--- src/rtl/coe_buf_reader_pkg.sv ---
`default_nettype none
// +---------------------------------------------------------------------------+
// | coe_buf_reader_pkg : shared widths, depth and FSM codes for the coefficient  |
// | buffer read engine.  Rev 1.0                                                 |
// +---------------------------------------------------------------------------+
package coe_buf_reader_pkg;

   localparam int PIXEL_WIDTH   = 8;
   localparam int COE_BUF_DEPTH = 192;
   localparam int COE_DATA_W    = PIXEL_WIDTH * 8;
   localparam int COE_ADDR_W    = 8;

   typedef logic [1:0] coe_rd_state_t;

   localparam logic [1:0] COE_RD_IDLE  = 2'd0;
   localparam logic [1:0] COE_RD_READ  = 2'd1;
   localparam logic [1:0] COE_RD_DRAIN = 2'd2;
   localparam logic [1:0] COE_RD_DONE  = 2'd3;

   // Words held in the FIFO or still coming out of the RAM once this edge retires.
   function automatic logic [2:0] coe_occupancy(input logic [1:0] cnt,
                                                input logic       inflight,
                                                input logic       pop);
      return {1'b0, cnt} + {2'b00, inflight} - {2'b00, pop};
   endfunction

endpackage

`default_nettype wire

--- src/rtl/coe_buf_skid_fifo.sv ---
`default_nettype none
// +---------------------------------------------------------------------------+
// | coe_buf_skid_fifo : 2-entry FIFO whose head is a register driving the      |
// | output directly; rst_n doubles as a synchronous flush.  Rev 1.0            |
// +---------------------------------------------------------------------------+
module coe_buf_skid_fifo
   import coe_buf_reader_pkg::*;
#(
   parameter int DATA_W = COE_DATA_W
) (
   input  logic              clk,
   input  logic              rst_n,
   input  logic              push_i,
   input  logic [DATA_W-1:0] data_i,
   input  logic              pop_i,
   output logic [1:0]        cnt_o,
   output logic [DATA_W-1:0] head_o
);

   logic [1:0]        cnt_q, cnt_d;
   logic [DATA_W-1:0] head_q, head_d;
   logic [DATA_W-1:0] tail_q, tail_d;
   logic              do_pop;

   assign do_pop = pop_i && (cnt_q != 2'd0);

   always_comb begin
      cnt_d  = cnt_q;
      head_d = head_q;
      tail_d = tail_q;
      case ({push_i, do_pop})
         2'b10: begin
            if (cnt_q == 2'd0) begin
               head_d = data_i;
               cnt_d  = 2'd1;
            end else if (cnt_q == 2'd1) begin
               tail_d = data_i;
               cnt_d  = 2'd2;
            end
         end
         2'b01: begin
            if (cnt_q == 2'd2) begin
               head_d = tail_q;
            end
            cnt_d = cnt_q - 2'd1;
         end
         2'b11: begin
            // Count is unchanged; the incoming word queues behind whatever remains.
            if (cnt_q == 2'd2) begin
               head_d = tail_q;
               tail_d = data_i;
            end else begin
               head_d = data_i;
            end
         end
         default: ;
      endcase
   end

   always_ff @(posedge clk) begin
      if (!rst_n) begin
         cnt_q  <= 2'd0;
         head_q <= '0;
         tail_q <= '0;
      end else begin
         cnt_q  <= cnt_d;
         head_q <= head_d;
         tail_q <= tail_d;
      end
   end

   assign cnt_o  = cnt_q;
   assign head_o = head_q;

endmodule

`default_nettype wire

--- src/rtl/coe_buf_reader.sv ---
`default_nettype none
// +---------------------------------------------------------------------------+
// | coe_buf_reader : streams len words from the coefficient RAM, wrapping at   |
// | DEPTH. Optional abort via COE_BUF_RD_ABORT_EN.  Rev 1.0                    |
// +---------------------------------------------------------------------------+
module coe_buf_reader
   import coe_buf_reader_pkg::*;
#(
   parameter int DATA_W = COE_DATA_W,
   parameter int ADDR_W = COE_ADDR_W,
   parameter int DEPTH  = COE_BUF_DEPTH
) (
   input  logic              clk,
   input  logic              rst_n,
   input  logic              start_i,
   input  logic [ADDR_W-1:0] base_addr_i,
   input  logic [ADDR_W-1:0] len_i,
   output logic              busy_o,
   output logic              done_o,
   output logic              ram_ce_o,
   output logic              ram_we_o,
   output logic [ADDR_W-1:0] ram_addr_o,
   input  logic [DATA_W-1:0] ram_data_i,
   output logic              val_o,
   output logic [DATA_W-1:0] data_o,
`ifdef COE_BUF_RD_ABORT_EN
   input  logic              abort_i,
`endif
   input  logic              rdy_i
);

   coe_rd_state_t     state_q, state_d;
   logic [ADDR_W-1:0] addr_q, addr_d;
   logic [ADDR_W-1:0] rem_q, rem_d;
   logic              inflight_q, inflight_d;
   logic              busy_q, busy_d;
   logic              done_q, done_d;

   logic [1:0]        fifo_cnt;
   logic [2:0]        occ;
   logic [ADDR_W-1:0] addr_inc;
   logic              pop;
   logic              issue;
   logic              abort_hit;
   logic              fifo_rst_n;

`ifdef COE_BUF_RD_ABORT_EN
   assign abort_hit = abort_i && ((state_q == COE_RD_READ) || (state_q == COE_RD_DRAIN));
`else
   assign abort_hit = 1'b0;
`endif

   assign val_o = (fifo_cnt != 2'd0);
   assign pop   = val_o && rdy_i;

   // Crediting the same-cycle pop keeps one word per clock under a steady rdy_i.
   assign occ   = coe_occupancy(fifo_cnt, inflight_q, pop);
   assign issue = (state_q == COE_RD_READ) && (rem_q != '0) && (occ < 3'd2) && !abort_hit;

   assign addr_inc = (addr_q == ADDR_W'(DEPTH - 1)) ? '0 : addr_q + 1'b1;

   always_comb begin
      state_d    = state_q;
      addr_d     = addr_q;
      rem_d      = rem_q;
      busy_d     = busy_q;
      done_d     = 1'b0;
      inflight_d = issue;
      case (state_q)
         COE_RD_IDLE: begin
            if (start_i) begin
               addr_d  = base_addr_i;
               rem_d   = len_i;
               busy_d  = 1'b1;
               state_d = (len_i == '0) ? COE_RD_DONE : COE_RD_READ;
            end
         end
         COE_RD_READ: begin
            if (issue) begin
               addr_d = addr_inc;
               rem_d  = rem_q - 1'b1;
               if (rem_q == ADDR_W'(1)) begin
                  state_d = COE_RD_DRAIN;
               end
            end
         end
         COE_RD_DRAIN: begin
            if (occ == 3'd0) begin
               state_d = COE_RD_DONE;
            end
         end
         COE_RD_DONE: begin
            done_d  = 1'b1;
            busy_d  = 1'b0;
            state_d = COE_RD_IDLE;
         end
         default: state_d = COE_RD_IDLE;
      endcase
      if (abort_hit) begin
         state_d    = COE_RD_IDLE;
         busy_d     = 1'b0;
         inflight_d = 1'b0;
      end
   end

   always_ff @(posedge clk) begin
      if (!rst_n) begin
         state_q    <= COE_RD_IDLE;
         addr_q     <= '0;
         rem_q      <= '0;
         inflight_q <= 1'b0;
         busy_q     <= 1'b0;
         done_q     <= 1'b0;
      end else begin
         state_q    <= state_d;
         addr_q     <= addr_d;
         rem_q      <= rem_d;
         inflight_q <= inflight_d;
         busy_q     <= busy_d;
         done_q     <= done_d;
      end
   end

   // An abort empties the FIFO on the same edge the FSM returns to IDLE.
   assign fifo_rst_n = rst_n && !abort_hit;

   coe_buf_skid_fifo #(
      .DATA_W (DATA_W)
   ) u_fifo (
      .clk    (clk),
      .rst_n  (fifo_rst_n),
      .push_i (inflight_q),
      .data_i (ram_data_i),
      .pop_i  (pop),
      .cnt_o  (fifo_cnt),
      .head_o (data_o)
   );

   assign busy_o     = busy_q;
   assign done_o     = done_q;
   assign ram_ce_o   = issue;
   assign ram_we_o   = 1'b0;
   assign ram_addr_o = addr_q;

endmodule

`default_nettype wire

--- config.mk ---
export PLATFORM = sky130hd
export DESIGN_NAME = coe_buf_reader
export DESIGN_NICKNAME = d
export VERILOG_FILES = /design/src/rtl/coe_buf_reader_pkg.sv /design/src/rtl/coe_buf_skid_fifo.sv /design/src/rtl/coe_buf_reader.sv
export SDC_FILE = /design/constraint.sdc
export NUM_CORES = 1
export LEC_CHECK = 0
export CORE_ASPECT_RATIO = 2
export CORE_MARGIN = 1.5
export CORE_UTILIZATION = 40
export CTS_CLUSTER_DIAMETER = 60
export DETAILED_ROUTE_END_ITERATION = 10
export PLACE_DENSITY_LB_ADDON = 0.2
export SETUP_SLACK_MARGIN = 0.5
export SYNTH_ARGS = -nofsm -noshare
export SYNTH_HDL_FRONTEND = slang
export SYNTH_SLANG_ARGS = --single-unit
--- constraint.sdc ---
create_clock -name clk -period 3.9 [get_ports clk]
set_clock_uncertainty 0.1 [all_clocks]
set_input_delay 0.585 -clock clk [delete_from_list [all_inputs] [get_ports clk]]
set_output_delay 0.585 -clock clk [all_outputs]
set_load 0.05 [all_outputs]
==> results.md <==
- Status: finished clean
- Remaining Overflow, GRT: 0
- Largest net degree at the start of global routing: 83
- Commonest non-fill, non-tap cell in the layout: nand2_1
- Final Hold Vio Count: 0
- Max Slew Vio Count: 0
- WL per Instance: 17.4 um
- Synth Register Bits: 151
- Tcrit/Tclk final: 88.8%
- Met2 wire len: 10800 um
- Clk Latency, worst-skew pair: 0.43 ns
- Worst hold path class: flip-flop to flip-flop
- Total Power: 8410 uW
- First-pass GRT wire length: 30900 um
- CTS Buffer Depth: 2
- WL met3: 815 um
- CTS clk-pin slew, worst paths: 0.06 ns
- Setup TNS Final: 0 ns
- Share of cells above drive strength 1: 9.86%
- Critical Path AT: 2.78 ns
- Top sig layer: met4
- Post-synth EDFFs: 0
- Ports: 161
- Syn Nets: 884
- Final worst setup slack: 0.437 ns
- Final WL: 19800 um
- Synth Instances: 782
- Prevailing post-synth register cell: dfxtp_1
- Post-Syn Area: 0.00692 sq mm
- CTS Buf Count: 17
- Metal-1 WL: 7500 um
- H-tree Lvls: 4
- Most frequent cells in the layout: nand2_1, clkdlybuf4s50_1, dfxtp_1, a22oi_1, o211a_1
- HPWL after DPL: 13100 um
- Initial antenna violation count: 0
- ANT nets after route: 0
- Slew headroom: 48.5%
- Die Area: 0.0181 sq mm
- Die width: 96.0 um
- Num Clock Sinks: 151
- Final #Nets: 1022
- Via/cell ratio: 5.50
- Routability-driven placement congestion ratio: 0.886
- Peak Freq: 289 MHz
- Crit path cell chain: inv_4 -> ha_4 -> clkinvlp_4 -> nand2_2 -> inv_2 -> ha_4 -> inv_2 -> ha_4 -> inv_2 -> fa_2 -> xor2_1 -> a311oi_2 -> and2_4 -> buf_12
- Die height: 189 um
- Initial Util: 41.0%
- Detailed-route via count: 6271
- CP Data Required Time: 3.21 ns
- Worst setup SP type: flip-flop
- Syn. warnings: 0
- WS Path Type: flip-flop to output pin
- Library cells used by synthesis: 60
- Vias in the first global route: 6011
- Pwr dens: 898 mW/mm^2
- Post-Place Worst Slack: 0.321 ns
- CTS tree: done
- # setup viols final: 0
- I/O Buffers: 159
- Syn Area/Cell: 8.84 sq um
- Max-cap violations: 0
- Core box area: 0.0168 sq mm
- Worst vdd ir: 0.000481 V
- Crit end category: output pin
- TritonRoute pass-1 iters: 6
- Starting DRT DRC Count: 238
- CP peak stage delay: 0.35 ns
- Least-Margin Pin Slew: 0.773 ns
- Unrepaired setup endpoints after global routing: yes
- ANT cells: 0
- Crit path max fanout: 3
- Ys async rst share: 0%
- # DRC: 0
- Fillers: 1581
- Register area share after synthesis: 43.7%
- Row count: 67
- Tmin final: 3.46 ns
- Gr usage total: 22.3%
- Area Growth Syn to Fin: 35.5%
- Slowest-stage cell, CP: dfxtp_4
- LEAKAGE: 0.00410 uW
- Clk root buf: clkbuf_16
==> logic make-up after synthesis <==
kind of cell	share of synthesized area [%]
buffers and inverters	5.14
and+or+nand+nor	15.8
muxes	0.778
xor gates and xnor gates	0.253
adders and majority gates	3.37
other	0.0542
AOI/OAI and AO/OA	30.9
DFF	43.7
==> report_power, final <==
part	internal [uW]	switching, uW	leakage [uW]
Sequential	2090	382	0.00123
Clock	856	685	0.000264
Combinational	1610	2780	0.00260
Total	4560	3850	0.00410
==> timing repair <==
| action | in CTS | in global routing |
|---|---|---|
| hold buffers | 0 | 0 |
| pin swaps | 5 | 0 |
| setup buffers | 10 | 0 |
| resized for setup | 3 | 0 |
| setup endpoints to repair | 1 | 1 |
==> per-stage QoR <==
| step | hold slack [ns] | instances | utilization (%) | cell area, sq um |
|---|---|---|---|---|
| final | 0.352 | 1140 | 55.6 | 9370 |
| after global routing | 0.369 | 1140 | 55.6 | 9370 |
| after global placement | 0.340 | 1098 | 51.9 | 8740 |
| after floorplan | 0.335 | 782 | - | 6970 |
| after CTS | 0.354 | 1140 | 55.6 | 9370 |
| after detailed placement | 0.345 | 1098 | 51.9 | 8740 |
==> metal layers <==
layer | vias up | track usage (%)
met5 | - | 0
met1 | 3014 | 23.3
met2 | 172 | 41.0
met3 | 37 | 5.02
li1 | 3048 | -
met4 | 0 | 9.79
==> synthesized netlist by cell type, drive strengths merged, types with 2 or more instances <==
library cell	count	area, sq um
a211oi	2	27.5
a21boi	65	488
a21o	2	16.3
a21oi	16	95.1
a22oi	67	503
a31oi	4	25.0
a32oi	2	17.5
and2	3	20.0
and3	6	45.0
buf	43	216
clkbuf	21	78.8
dfxtp	151	3020
ha	17	213
inv	16	60.1
mux2i	5	53.8
nand2	208	781
nand2b	3	21.3
nand3	2	10.0
nor2	18	67.6
nor2b	7	43.8
nor3	3	15.0
nor4	5	46.3
o211a	67	671
o211ai	9	72.6
o21ai	19	106
o311a	2	20.0
or3	2	12.5
==> critical path, delay by kind of cell (launching register included) <==
kind,cells,cell delay [ns]
fa+ha+maj,4,0.80
buf+inv,6,0.43
flops,1,0.35
compound gates,1,0.30
simple gates,2,0.30
xor+xnor,1,0.17
==> worst paths after layout <==
path | start | end | slack, ns | cells past startpoint
worst min register to register | u_fifo.tail_q[59]$_SDFFE_PN0P_ | u_fifo.tail_q[59]$_SDFFE_PN0P_ | 0.35 | 2
worst min-delay path | u_fifo.tail_q[59]$_SDFFE_PN0P_ | u_fifo.tail_q[59]$_SDFFE_PN0P_ | 0.35 | 2
worst max register to register | u_fifo.cnt_o[1]$_SDFFE_PN0P_ | rem_q[5]$_SDFFE_PN0P_ | 0.84 | 16
worst max-delay path | u_fifo.cnt_o[1]$_SDFFE_PN0P_ | ram_ce_o | 0.44 | 14
==> state kept, by name, summed over array words and instances (netlist names) <==
name,count
busy_o,1
done_o,1
inflight_q,1
ram_addr_o,8
rem_q,8
state_q,2
u_fifo.cnt_o,2
u_fifo.head_o,64
u_fifo.tail_q,64
==> layout make-up <==
class / count / area, sq um / area share (%)
Timing Repair Buffer: 183 / 1850 / 19.8
Clock buffer: 20 / 457 / 4.88
Clock inverter: 12 / 93.8 / 1.00
Multi-Input combinational cell: 551 / 3610 / 38.5
Sequential cell: 151 / 3030 / 32.3
Tap cell: 207 / 259 / 2.76
Inverter: 16 / 68.8 / 0.735
Note: power is estimated with default switching activity, not from simulation.
==> RTL edit 1 (same flow settings) <==
The option `COE_BUF_RD_ABORT_EN` is turned on by a define.
--- a/src/rtl/coe_buf_reader.sv
+++ b/src/rtl/coe_buf_reader.sv
@@ -3,6 +3,8 @@
 // | coe_buf_reader : streams len words from the coefficient RAM, wrapping at   |
 // | DEPTH. Optional abort via COE_BUF_RD_ABORT_EN.  Rev 1.0                    |
 // +---------------------------------------------------------------------------+
+`define COE_BUF_RD_ABORT_EN
+
 module coe_buf_reader
    import coe_buf_reader_pkg::*;
 #(
Interface: changed (added abort_i); port bits go from 161 to 162. The function was not compared with the original's and may differ.
==> RTL edit 1 against the unedited design <==
- final cell count increased by 0.44%
- power decreased by 2.2%
- non-clock buffer count decreased by 2
- synthesized area decreased by 3.1%
- sequential cell count unchanged
- hold slack about the same
- wire length decreased by 8.2%
- final area decreased by 2.5%
- setup slack improved by 0.082 ns
- sequential share of layout area increased by 0.84 points
- count of clock-buffer cells in the layout unchanged
- core utilization increased by 0.24 points
==> RTL edit 1: results (changes against the unedited design) <==
routing:
  wl_per_cell_um: 15.9  # -8.6%
  drtIter0Drc: 238  # unchanged
  drt-pass1-iter-count: 5  # -1
  vias: 6149  # -1.9%
  drc: 0  # unchanged
cts:
  clk_latency_ns: 0.42
  cts_made_buffers: 17  # unchanged
  htree_levels: 4  # unchanged
  clockBufferDepth: 2  # unchanged
  clk_pin_slew_worst_paths_ns: 0.06  # about the same
  root_buffer: "clkbuf_16"
synthesis:
  synth.distinct_cells: 55  # -8.3%
  synth.mux.area_fraction_pct: 0.822  # +0.044 points
  synth_commonest_cells: "151 x dfxtp_1, 145 x nand2_1, 79 x a21oi_1, 76 x nor2_1, 66 x a211oi_1"
  ys_top_cells_by_area: "dfxtp_1 45%, nand2_1 8.1%, a211oi_1 7.4%"
  synth-adder-area-share_pct: 3.47  # +0.11 points
  synthArstFlopShare_pct: 0  # unchanged
  syn-num-nets: 901  # +1.9%
  synth_compound_area_share_pct: 27.1  # -3.8 points
  synthFlopType: "dfxtp_1"
  synth-xor-area-share_pct: 0.131  # -0.12 points
  yosys_warnings: 0  # unchanged
  yosysSeqAreaShare_pct: 45.1  # +1.4 points
place:
  gp_congestion: 0.815  # -8.0%
  placed_cell_area_um2: 8400  # -3.9%
  io_buffer_count: 160  # +0.63%
  dp_hpwl_um: 11600  # -11%
power:
  peakVddDrop_mv: 0.532  # +11%
  leakagePower_nw: 3.14  # -23%
grt:
  grt_pass1_vias: 5825  # -3.1%
  grt_pass1_wl_um: 29100  # -5.7%
  met3_usage_pct: 5.68  # +0.66 points
  use_met1_pct: 23.3  # +0.026 points
  grt_max_degree: 129  # +55%
  antenna_found_initial: 0  # unchanged
  track_usage_pct: 21.3  # -1.0 points
  use_met2_pct: 38.0  # -3.0 points
setup_path:
  critPathMaxStageDelay_ns: 0.36
  path_max_fanout: 4  # +1
  slowest_stage: "fa_2"
  arrival_ns: 2.70  # -0.08 ns
finish:
  nFillCells: 1512  # -4.4%
  drive_gt1_share_pct: 9.04  # -0.82 points
  final_nets: 1031  # +0.88%
sta:
  tightest_slew_ns: 1.02  # +0.247 ns
  setup_viol: 0  # unchanged
status:
  status: "complete, no violations"
min_path:
  hold_class: "reg -> reg"
-- RTL edit 1: cell count changes after synthesis, sizes merged, moves of 7 or more --
cell	before	now
o211a	67	2
a211oi	2	66
a21boi	65	1
a21oi	16	79
nand2	208	145
nor2	18	77
clkbuf	21	31
nand4	1	8
o21ai	19	26
-- RTL edit 1: final timing paths --
path,depth (start not counted),from,slack (ns),endpoint
worst min-delay path,2,u_fifo.tail_q[29],0.35,u_fifo.tail_q[29]
worst max register to register,17,u_fifo.cnt_o[0],0.86,ram_addr_o[3]
worst min register to register,2,u_fifo.tail_q[29],0.35,u_fifo.tail_q[29]
worst max-delay path,14,u_fifo.cnt_o[0],0.52,ram_ce_o
-- RTL edit 1: per-stage QoR --
stage,utilization [%],setup slack (ns),std cells
after floorplan,-,0.502,798
after global placement,51.4,0.328,1103
after detailed placement,51.4,0.304,1103
after CTS,55.7,0.483,1142
after global routing,55.8,0.386,1144
final,55.8,0.519,1145
-- RTL edit 1: cell families (layout without fill, tap and decap cells) --
kind of cell	after synthesis	count (layout)
AO/OA/AOI/OAI	270	270
XOR/XNOR	1	1
adder cells (fa/ha/maj)	18	18
buffers and inverters	91	233
flip-flops	151	151
multiplexers	4	4
other	1	2
AND/OR/NAND/NOR	262	262
-- RTL edit 1: area by class of cell --
class / instances / area share [%]
clock inverter: 11 / 1.60
clock buffer: 20 / 5.00
multi-input combinational: 556 / 36.2
timing repair buffer: 181 / 20.2
sequential: 151 / 33.2
tap: 204 / 2.80
inverter: 21 / 0.959
antenna: 1 / 0.0274
-- RTL edit 1: worst max-delay path: cells and delay by family (launching register included) --
| kind | cells | cell delay (ns) |
|---|---|---|
| buffers and inverters | 6 | 0.44 |
| adders and majority gates | 4 | 0.84 |
| xor gates and xnor gates | 1 | 0.21 |
| DFF | 1 | 0.33 |
| and+or+nand+nor | 3 | 0.44 |
-- RTL edit 1: where the power goes --
group	leakage (nW)	internal [mW]	switching (mW)
Clock	0.293	1.04	0.653
Combinational	1.62	1.48	2.73
Sequential	1.23	2.00	0.326
Total	3.14	4.52	3.71
-- RTL edit 1: repair_timing --
| item | in CTS | in global routing |
|---|---|---|
| cloned | 0 | 0 |
| pin swaps | 6 | 6 |
| endpoints found under the setup margin | 1 | 1 |
| buffers inserted | 8 | 2 |
| resized for setup | 13 | 1 |
| endpoints found under the hold margin | 0 | 0 |
| hold buffers | 0 | 0 |
-- RTL edit 1: metal layers --
metal / part of all wire, % / wire [um] / vias up
met5: 0 / 0 / -
met4: 2.1 / 385 / 0
met3: 5.2 / 952 / 25
met2: 53 / 9620 / 170
met1: 40 / 7220 / 2861
li1: - / - / 3093
==> RTL edit 2 (config.mk and constraints unchanged) <==
Made on the original files. Reset style: asynchronous (`rst_n`), changed in 2 clocked blocks.
--- a/src/rtl/coe_buf_skid_fifo.sv
+++ b/src/rtl/coe_buf_skid_fifo.sv
@@ -57,7 +57,7 @@
       endcase
    end
 
-   always_ff @(posedge clk) begin
+   always_ff @(posedge clk or negedge rst_n) begin
       if (!rst_n) begin
          cnt_q  <= 2'd0;
          head_q <= '0;
--- a/src/rtl/coe_buf_reader.sv
+++ b/src/rtl/coe_buf_reader.sv
@@ -103,7 +103,7 @@
       end
    end
 
-   always_ff @(posedge clk) begin
+   always_ff @(posedge clk or negedge rst_n) begin
       if (!rst_n) begin
          state_q    <= COE_RD_IDLE;
          addr_q     <= '0;
Formal check against the unedited RTL: differs if rst_n is asserted again (counterexample within 4 cycles, from zero or initial values and one cycle with rst_n low); with rst_n held inactive, the same outputs for 4 cycles.
==> RTL edit 2 against the unedited design <==
- sequential cell count is the same
- setup slack gained 0.14 ns
- hold slack lost 0.24 ns
- sequential power grew 18%
- wire length shrank 12%
- synthesized area shrank 1.6%
- final area shrank 0.27%
- power grew 21%
- largest cell class is now flip-flops and latches
==> RTL edit 2: results (changes against the unedited design) <==
setup_path:
  worstSetupStartpoint: "rdy_i"
  worstReg2RegEnd: "state_q[1]"
  reg2regPathDepth: 15  # -1
  path_max_fanout: 2  # -1
  arrival_ns: 2.64  # -0.14 ns
  slowest_stage: "fa_2"
  critPathMaxStageDelay_ns: 0.55  # +0.20 ns
finish:
  seq_share_pct: 40.5  # +8.1 points
  multi_input_area_share_pct: 30.3  # -8.2 points
  nFillCells: 1430  # -9.6%
  multi_input_gates: 402  # -27%
  clk_share_pct: 6.50  # +0.62 points
  num-nonclk-buffers: 178  # -2.7%
synthesis:
  yosysSeqAreaShare_pct: 55.5  # +12 points
  synthArstFlopShare_pct: 100  # +100 points
  ys_top_cells_by_area: "dfrtp_1 56%, mux2_2 11%, a22oi_1 7.1%"
  synth_commonest_cells: "151 x dfrtp_1, 78 x a21oi_1, 77 x nor2_1, 68 x mux2_2, 64 x a22oi_1"
  synth-adder-area-share_pct: 3.42  # +0.056 points
  syn-num-nets: 713  # -19%
  synth.distinct_cells: 41  # -32%
  synth_compound_area_share_pct: 17.1  # -14 points
  synth-xor-area-share_pct: 0.129  # -0.12 points
  synth.mux.area_fraction_pct: 12.1  # +11 points
grt:
  met3_usage_pct: 4.07  # -0.96 points
  grt_pass1_vias: 5573  # -7.3%
  track_usage_pct: 20.4  # -1.9 points
  grt_pass1_wl_um: 28200  # -8.8%
  grt_max_degree: 93  # +12%
place:
  place_ws_ns: 0.364  # +0.0433 ns
  dp_hpwl_um: 12100  # -7.7%
power:
  leakagePower_nw: 3.95  # -3.5%
status:
  status: "complete, no violations"
min_path:
  hold_class: "in -> async"
## RTL edit 2: cell count changes after synthesis, moves of 5 or more
cell      delta
o211ai_1     -6
nor2_1      +59
dfxtp_1    -151
o211a_1     -67
buf_2       -27
clkbuf_1     +5
a21oi_1     +66
mux2_2      +68
dfrtp_1    +151
o22ai_1      +9
nand2_1    -195
a21boi_1    -61
a22o_1       +5
## RTL edit 2: stage by stage
step	power, mW	hold slack (ns)	cells	instance area, um^2	util, %
floorplan	6.66	0.189	611	6810	-
global placement	8.25	0.387	950	8670	52.0
detailed placement	8.44	0.394	950	8670	52.0
CTS	10.2	0.154	987	9340	56.0
global route	10.8	0.181	988	9340	56.0
finish	10.2	0.109	988	9340	56.0
## RTL edit 2: kinds of logic after synthesis
family / Yosys count
simple gates: 124
fa+ha+maj: 18
buf+inv: 58
compound gates: 184
flops: 151
other cells: 1
mux: 74
xor+xnor: 1
## RTL edit 2: per-layer routing
layer	routed length [um]	share of wire, %
met1	6530	37
met2	9910	57
met3	776	4.4
met4	303	1.7
met5	0	0
## RTL edit 2: power breakdown
part           switching [mW]  internal (mW)
logic                    3.39           2.17
registers               0.524           2.41
clock network           0.634           1.04
total                    4.55           5.62
## RTL edit 2: how the worst min path moves through the flow
stage | end | cells after the start | slack, ns | from
floorplan | busy_o | 0 | 0.19 | rst_n
global placement | u_fifo.tail_q[44] | 1 | 0.39 | u_fifo.tail_q[44]
detailed placement | u_fifo.tail_q[60] | 1 | 0.39 | u_fifo.tail_q[60]
CTS | u_fifo.head_o[20] | 1 | 0.15 | rst_n
global route | u_fifo.head_o[20] | 1 | 0.18 | rst_n
finish | u_fifo.head_o[20] | 1 | 0.11 | rst_n
